## src/rtl/iob_asym_fifo_sync.sv

```systemverilog
// Single-clock FIFO with independent write and read port widths.
// Storage is kept in min-width entries; each port moves a power-of-two number of entries per access.
module iob_asym_fifo_sync #(
  parameter int W_DATA_W = 8,
  parameter int R_DATA_W = 32,
  parameter int ADDR_W   = 4
) (
  input  logic                clk,
  input  logic                rst,
  input  logic                w_en,
  input  logic [W_DATA_W-1:0] w_data,
  output logic                w_full,
  input  logic                r_en,
  output logic [R_DATA_W-1:0] r_data,
  output logic                r_empty,
  output logic [ADDR_W:0]     level
);

  localparam int MIN_W   = (W_DATA_W < R_DATA_W) ? W_DATA_W : R_DATA_W;
  localparam int W_RATIO = W_DATA_W / MIN_W;
  localparam int R_RATIO = R_DATA_W / MIN_W;
  localparam int DEPTH   = 2 ** ADDR_W;

  localparam logic [ADDR_W:0]   W_INC    = (ADDR_W+1)'(W_RATIO);
  localparam logic [ADDR_W:0]   R_INC    = (ADDR_W+1)'(R_RATIO);
  localparam logic [ADDR_W:0]   DEPTH_L  = (ADDR_W+1)'(DEPTH);
  localparam logic [ADDR_W-1:0] W_STEP   = ADDR_W'(W_RATIO);
  localparam logic [ADDR_W-1:0] R_STEP   = ADDR_W'(R_RATIO);
  localparam logic              FULL_RST = (W_RATIO > DEPTH) ? 1'b1 : 1'b0;

  logic [ADDR_W-1:0]   wptr_q, wptr_d;
  logic [ADDR_W-1:0]   rptr_q, rptr_d;
  logic [ADDR_W:0]     level_q, level_d;
  logic                w_full_q, w_full_d;
  logic                r_empty_q, r_empty_d;
  logic [R_DATA_W-1:0] r_data_q, r_data_d;
  logic                wacc_s, racc_s;
  logic [MIN_W-1:0]    mem_s [DEPTH];

  // Acceptance is judged only against the flags registered before this edge.
  assign wacc_s = w_en & ~w_full_q & ~rst;
  assign racc_s = r_en & ~r_empty_q & ~rst;

  // Each entry captures its slice when it lies in the window wptr..wptr+W_RATIO-1.
  for (genvar e = 0; e < DEPTH; e++) begin : g_ent
    logic [ADDR_W-1:0] off_s;
    logic              hit_s;
    logic [MIN_W-1:0]  slice_s;
    logic [MIN_W-1:0]  ent_q;

    assign off_s   = ADDR_W'(e) - wptr_q;
    assign hit_s   = ({1'b0, off_s} < W_INC);
    assign slice_s = MIN_W'(w_data >> (MIN_W * int'(off_s)));
    assign mem_s[e] = ent_q;

    always_ff @(posedge clk) begin
      if (wacc_s && hit_s) begin
        ent_q <= slice_s;
      end else begin
        ent_q <= ent_q;
      end
    end
  end

  always_comb begin
    wptr_d    = wacc_s ? (wptr_q + W_STEP) : wptr_q;
    rptr_d    = racc_s ? (rptr_q + R_STEP) : rptr_q;
    level_d   = level_q + (wacc_s ? W_INC : {(ADDR_W+1){1'b0}})
                        - (racc_s ? R_INC : {(ADDR_W+1){1'b0}});
    w_full_d  = ((DEPTH_L - level_d) < W_INC);
    r_empty_d = (level_d < R_INC);
    r_data_d  = r_data_q;
    if (racc_s) begin
      // First entry read lands in the least-significant slice.
      for (int i = 0; i < R_RATIO; i++) begin
        r_data_d[i*MIN_W +: MIN_W] = mem_s[rptr_q + ADDR_W'(i)];
      end
    end else begin
      r_data_d = r_data_q;
    end
  end

  always_ff @(posedge clk) begin
    if (rst) begin
      wptr_q    <= {ADDR_W{1'b0}};
      rptr_q    <= {ADDR_W{1'b0}};
      level_q   <= {(ADDR_W+1){1'b0}};
      w_full_q  <= FULL_RST;
      r_empty_q <= 1'b1;
      r_data_q  <= {R_DATA_W{1'b0}};
    end else begin
      wptr_q    <= wptr_d;
      rptr_q    <= rptr_d;
      level_q   <= level_d;
      w_full_q  <= w_full_d;
      r_empty_q <= r_empty_d;
      r_data_q  <= r_data_d;
    end
  end

  assign w_full  = w_full_q;
  assign r_empty = r_empty_q;
  assign r_data  = r_data_q;
  assign level   = level_q;

endmodule

```

## config.mk

```make
export PLATFORM = sky130hd
export DESIGN_NAME = iob_asym_fifo_sync
export DESIGN_NICKNAME = d
export VERILOG_FILES = /design/src/rtl/iob_asym_fifo_sync.sv
export SDC_FILE = /design/constraint.sdc
export NUM_CORES = 1
export LEC_CHECK = 0
export BUFFER_PORTS_ARGS = -buffer_cell sky130_fd_sc_hd__buf_2
export CAP_MARGIN = 20
export CORE_UTILIZATION = 60
export CTS_CLUSTER_DIAMETER = 150
export DETAILED_ROUTE_END_ITERATION = 10
export MAX_ROUTING_LAYER = met4
export PLACE_DENSITY = 0.81
export SLEW_MARGIN = 20
export SYNTH_ARGS = -nofsm -noshare
export SYNTH_HDL_FRONTEND = slang
export SYNTH_SLANG_ARGS = --single-unit
```

## constraint.sdc

```tcl
create_clock -name clk -period 3.4 [get_ports clk]
set_input_delay 0 -clock clk [delete_from_list [all_inputs] [get_ports clk]]
set_output_delay 0 -clock clk [all_outputs]
set_load 0.01 [all_outputs]
```

# After elaboration in Yosys (flattened, before gate mapping)
# Cells that the tools add are included.
[totals]
ramBits = 0
wordCells = 125
n_memories = 0
latch_bits = 0
regBits = 175
rom_bits = 0
input_bits = 12
out_inout_bits = 39
[classes]
n_addsub = 24
multipliers = 0
n_mux = 14
bitwise_logic = 11
n_div = 0
n_eq_ne = 0
n_shift = 16
reduce_logical = 16
order_cmp = 22
[ops]
columns = ["operator", "n"]
rows = [
  ["$bmux 8 s4", 4],
  ["$shr 8x7->8", 16],
  ["$lt 4x1->1 const B", 16],
  ["$mux 8", 8],
  ["$sub 4x4->4 const A", 8],
  ["$ge 5x5->1 const B", 4],
  ["$not 4->5", 4],
  ["$logic_and 1x1->1", 16],
  ["$sub 3x4->4 const A", 4],
  ["$add 4x1->4 const B", 2],
  ["$add 4x2->4 const B", 2],
  ["$sub 1x4->4 const A", 2],
  ["$sub 2x4->4 const A", 2],
  ["$add 5x1->5", 1],
  ["$lt 5x1->1 const B", 1],
  ["$lt 5x3->1 const B", 1],
  ["$sub 5x3->5", 1],
  ["$sub 5x5->5 const A", 1],
  ["$add 4x3->4 const B", 1],
  ["$and 1x1->1", 4],
  ["$mux 3", 1],
  ["$not 1->1", 3],
  ["$mux 1", 1],
]

# Logic depth before layout (Yosys ltp)
[depth]
depth_word = 8
depth_mapped = 11
ltp_nobuf = 10

# Worst setup path before layout
# No wires, ideal clock.
[synth_timing]
kind = "reg2reg"
start = "register w_full_q, in the netlist w_full"
end = "register w_full_q, in the netlist w_full"
setup_ns = 0.070
path_buffers = 1
arrival_ns = 2.669
required_time_ns = 3.330
setup_slack_ns = 0.660
period_less_slack_ns = 2.740
path_stages_with_launch = 12
path_cell_list = "dfxtp_1 > nor2b_1 > nor2b_1 > buf_2 > ha_1 > inv_1 > ha_1 > ha_1 > nor3_2 > or3b_1 > a2111oi_2 > o21bai_1"
[synth_between]
elab_chain_cells = 8
[synth_lines]
columns = ["item", "line_no", "text"]
rows = [
  ["start, declared", "34", "logic w_full_q, w_full_d;"],
  ["start signal, assigned", "95", "w_full_q <= w_full_d;"],
  ["$not 1->1", "41", "assign wacc_s = w_en & ~w_full_q & ~rst;"],
  ["$and 1x1->1 (2 in a row)", "41", ""],
  ["via wacc_s", "37", "logic wacc_s, racc_s;"],
  ["$mux 1", "68", "level_d = level_q + (wacc_s ? W_INC : {(ADDR_W+1){1'b0}})"],
  ["$add 5x1->5", "68", ""],
  ["$sub 5x3->5", "69", "- (racc_s ? R_INC : {(ADDR_W+1){1'b0}});"],
  ["$sub 5x5->5", "70", "w_full_d = ((DEPTH_L - level_d) < W_INC);"],
  ["$lt 5x1->1", "70", ""],
]
# The timed path passes the listed nets, and every way through them passes these cells.
# A chain may end at the register's enable or synchronous reset.

# Worst setup path after layout
[layout_timing]
start = "register w_full_q, in the netlist w_full"
end = "register w_full_q, in the netlist w_full"
[layout_between]
elab_chain_cells = 8
[layout_lines]
columns = ["item", "line_no"]
rows = [
  ["$not 1->1", "41"],
  ["$and 1x1->1 (2 in a row)", "41"],
  ["$mux 1", "68"],
  ["$add 5x1->5", "68"],
  ["$sub 5x3->5", "69"],
  ["$sub 5x5->5", "70"],
  ["$lt 5x1->1", "70"],
]
# Every way passes these cells.

==> results.py <==
metrics = {
    "run_status": {
        "outcome": "completed",
    },
    "synthesis": {
        "ys_ff_latch": 173,
        "synth_ff_type": "edfxtp_1",
        "synth_top_area_cell": "edfxtp_1",
        "synth_edf_count": 128,
        "synth_top_cells_by_area": "edfxtp_1 49%, dfxtp_1 11%, and2_1 10%",
        "yosysWarnings": 0,
        "netlist_area_um2": 7890,
        "synth_cells": 616,
        "synth_nets": 654,
        "synth.avg_cell_area_um2": 12.8,
        "synthDistinctLibCells": 37,
        "yosysSeqAreaShare_pct": 60.2,
        "synth_top_area_share_pct": 48.7,
        "synth_common_cells": "128 x and2_1, 128 x edfxtp_1, 76 x nand2_1",
        "async_reset_ff_share_pct": 0,
    },
    "timing": {
        "slew_viol_final": 0,
        "tightest_slew_ns": 0.943,
        "finalCritPeriodShare_pct": 78.9,
        "min_period_ns": 2.68,
        "finClkSkew_ns": 0.00665,
        "rsz0062_at_grt": "false",
        "worst_slack_ns": 0.717,
        "finalSetupViolations": 0,
        "tns_ns": 0,
        "finalHoldViolCount": 0,
        "slew_headroom_pct": 37.1,
        "max_freq_mhz": 373,
    },
    "final_layout": {
        "antenna_cells": 0,
        "finalNetCount": 701,
        "final_util_pct": 69.9,
        "syn_to_final_growth_pct": 12.8,
        "drive_above_1_share_pct": 19.8,
    },
    "floorplanning": {
        "rows": 41,
        "start_util_pct": 62.0,
        "fp.dieW_um": 117,
        "core-area_um2": 12700,
        "ioPinCount": 51,
        "die-area_um2": 13600,
        "die_h_um": 117,
    },
    "grt": {
        "groute.usage.overall_pct": 27.5,
        "grt_max_degree": 35,
        "antenna_found_initial": 0,
        "first_global_vias": 4988,
        "grt.met2_usage_pct": 47.3,
        "gr-total-overflow": 0,
        "grt_busiest_layer": "met2",
        "grt.met3_usage_pct": 5.09,
        "grt_pass1_wl_um": 25700,
        "gr-usage-met1_pct": 31.8,
    },
    "detailed_routing": {
        "postRouteAntennaNets": 0,
        "wl_per_cell_um": 19.4,
        "viasPerCell": 5.73,
        "drtIter0Drc": 398,
        "drtPass1Iterations": 5,
        "dr_total_vias": 4860,
        "drc": 0,
        "finalWirelength_um": 16400,
    },
    "cts": {
        "cts.path.max_buffers": 2,
        "clk-insertion-delay-late_ns": 0.43,
        "cts_made_buffers": 17,
        "clkTransAtPathRegs_ns": 0.06,
        "post_cts_buffers": 0,
        "cts_root_buf": "clkbuf_16",
        "cts_max_level": 4,
        "cts_tree": "built",
        "clkSinkCount": 173,
    },
    "power": {
        "power_density_nw_per_um2": 616,
        "p_switching_w": 0.00147,
        "swShare_pct": 26.8,
        "pwr-share-seq_pct": 46.0,
        "internal-power_w": 0.00401,
        "leakage_nw": 3.36,
        "ir_drop_uv": 394,
        "p_comb_share_pct": 18.6,
        "power_frac_clock_pct": 35.4,
    },
    "setup_path": {
        "crit_path_start_kind": "register",
        "worstPathCellList": "nor2b_1 -> buf_4 -> nor2b_1 -> ha_1 -> inv_1 -> ha_1 -> ha_1 -> nor3_2 -> or3b_1 -> a2111oi_2 -> o21bai_1",
        "arrival_ns": 3.05,
        "reg2reg_slack_ns": 0.72,
        "cp_common_cell": "ha_1",
        "worst_path_max_delay_cell": "or3b_1",
        "cp.required_ns": 3.77,
        "end_kind": "register",
        "crit_type": "reg2reg",
        "cpPeakStageDelay_ns": 0.41,
        "crit_fanout": 6,
    },
    "hold_path": {
        "min_path_type": "in2reg",
    },
    "placement": {
        "dp_worst_setup_slack_ns": 0.698,
        "dp.final_hpwl_um": 10300,
        "gp_congestion": 0.815,
        "io_buffers": 50,
    },
    "run": {
        "drv_cap": 0,
    },
}
-- placed cells by master, fill, tap and decap left out, drive strengths merged, types with 2 or more instances in the layout --
cell type	count
and3	8
bufinv	2
clkbuf	22
mux4	32
nand3	8
and3b	2
dfxtp	45
o21ai	2
clkinvlp	4
nor2	28
nand2b	7
edfxtp	128
a21oi	38
inv	9
or3	2
nand2	76
or2	2
clkinv	4
xor2	6
ha	26
xnor2	11
or3b	2
nor2b	10
nor3	4
and2	128
buf	60
-- routing by layer --
layer / vias up / share of wire [%]
met3: 31 / 5.7
met1: 2431 / 40
met2: 159 / 52
li1: 2239 / -
met4: 0 / 2.6
met5: - / 0
-- power groups by stage --
| stage | Clock [W] | Combinational (W) | Sequential, W |
|---|---|---|---|
| floorplan | 0 | 0.000714 | 0.00253 |
| global placement | 0 | 0.000975 | 0.00256 |
| detailed placement | 0 | 0.00101 | 0.00257 |
| CTS | 0.00195 | 0.00103 | 0.00252 |
| global route | 0.00202 | 0.00112 | 0.00254 |
| finish | 0.00194 | 0.00102 | 0.00252 |
-- cell families (layout without fill, tap and decap cells) --
| logic type | after synthesis | count (layout) | share of synthesized area, % |
|---|---|---|---|
| buffers and inverters | 42 | 102 | 2.25 |
| XOR/XNOR | 17 | 17 | 1.89 |
| multiplexers | 32 | 32 | 9.14 |
| adder cells (fa/ha/maj) | 26 | 26 | 4.13 |
| AO/OA/AOI/OAI | 47 | 47 | 3.44 |
| flip-flops | 173 | 173 | 60.2 |
| AND/OR/NAND/NOR | 279 | 279 | 19.0 |
-- cell type report --
type                            instances  area [um^2]
Sequential cell                       173         4750
Fill cell                             865         3830
Multi-Input combinational cell        401         2970
Clock buffer                           22          485
Timing Repair Buffer                   61          335
Tap cell                              172          215
Clock inverter                         10          111
Inverter                                9         33.8
-- stage by stage --
step / total power (W) / cell area (um^2) / instances / hold slack [ns]
final: 0.00548 / 8890 / 848 / 0.0650
after floorplan: 0.00325 / 7890 / 616 / 0.198
after CTS: 0.00550 / 8890 / 848 / 0.0582
after global routing: 0.00568 / 8890 / 848 / 0.0957
after global placement: 0.00353 / 8290 / 815 / 0.397
after detailed placement: 0.00358 / 8290 / 815 / 0.405
-- path summary, 6_finish.rpt --
path                                start                       to  cells after the start
setup / recovery        w_full$_SDFF_PP0_        w_full$_SDFF_PP0_                     11
hold / removal                       w_en   wptr_q[1]$_SDFFE_PP0P_                      5
setup reg to reg        w_full$_SDFF_PP0_        w_full$_SDFF_PP0_                     11
hold reg to reg   r_data[21]$_SDFFE_PP0P_  r_data[21]$_SDFFE_PP0P_                      2
-- repair_timing --
action,CTS,global route
hold buffers,1,0
resized for setup,0,0
hold endpoints to repair,11,0
-- sequential cells by signal, indices dropped and copies added (netlist names) --
signal	count
g_ent.ent_q	128
rptr_q	2
r_empty	1
w_full	1
wptr_q	4
level	5
r_data	32
-- worst max-delay path: cells and delay by family (launching register included) --
family | cells | cell delay, ns
AO/OA/AOI/OAI | 2 | 0.47
adder cells (fa/ha/maj) | 3 | 0.79
buffers and inverters | 2 | 0.20
flip-flops | 1 | 0.31
AND/OR/NAND/NOR | 4 | 0.83
(Power assumes the default switching activity.)
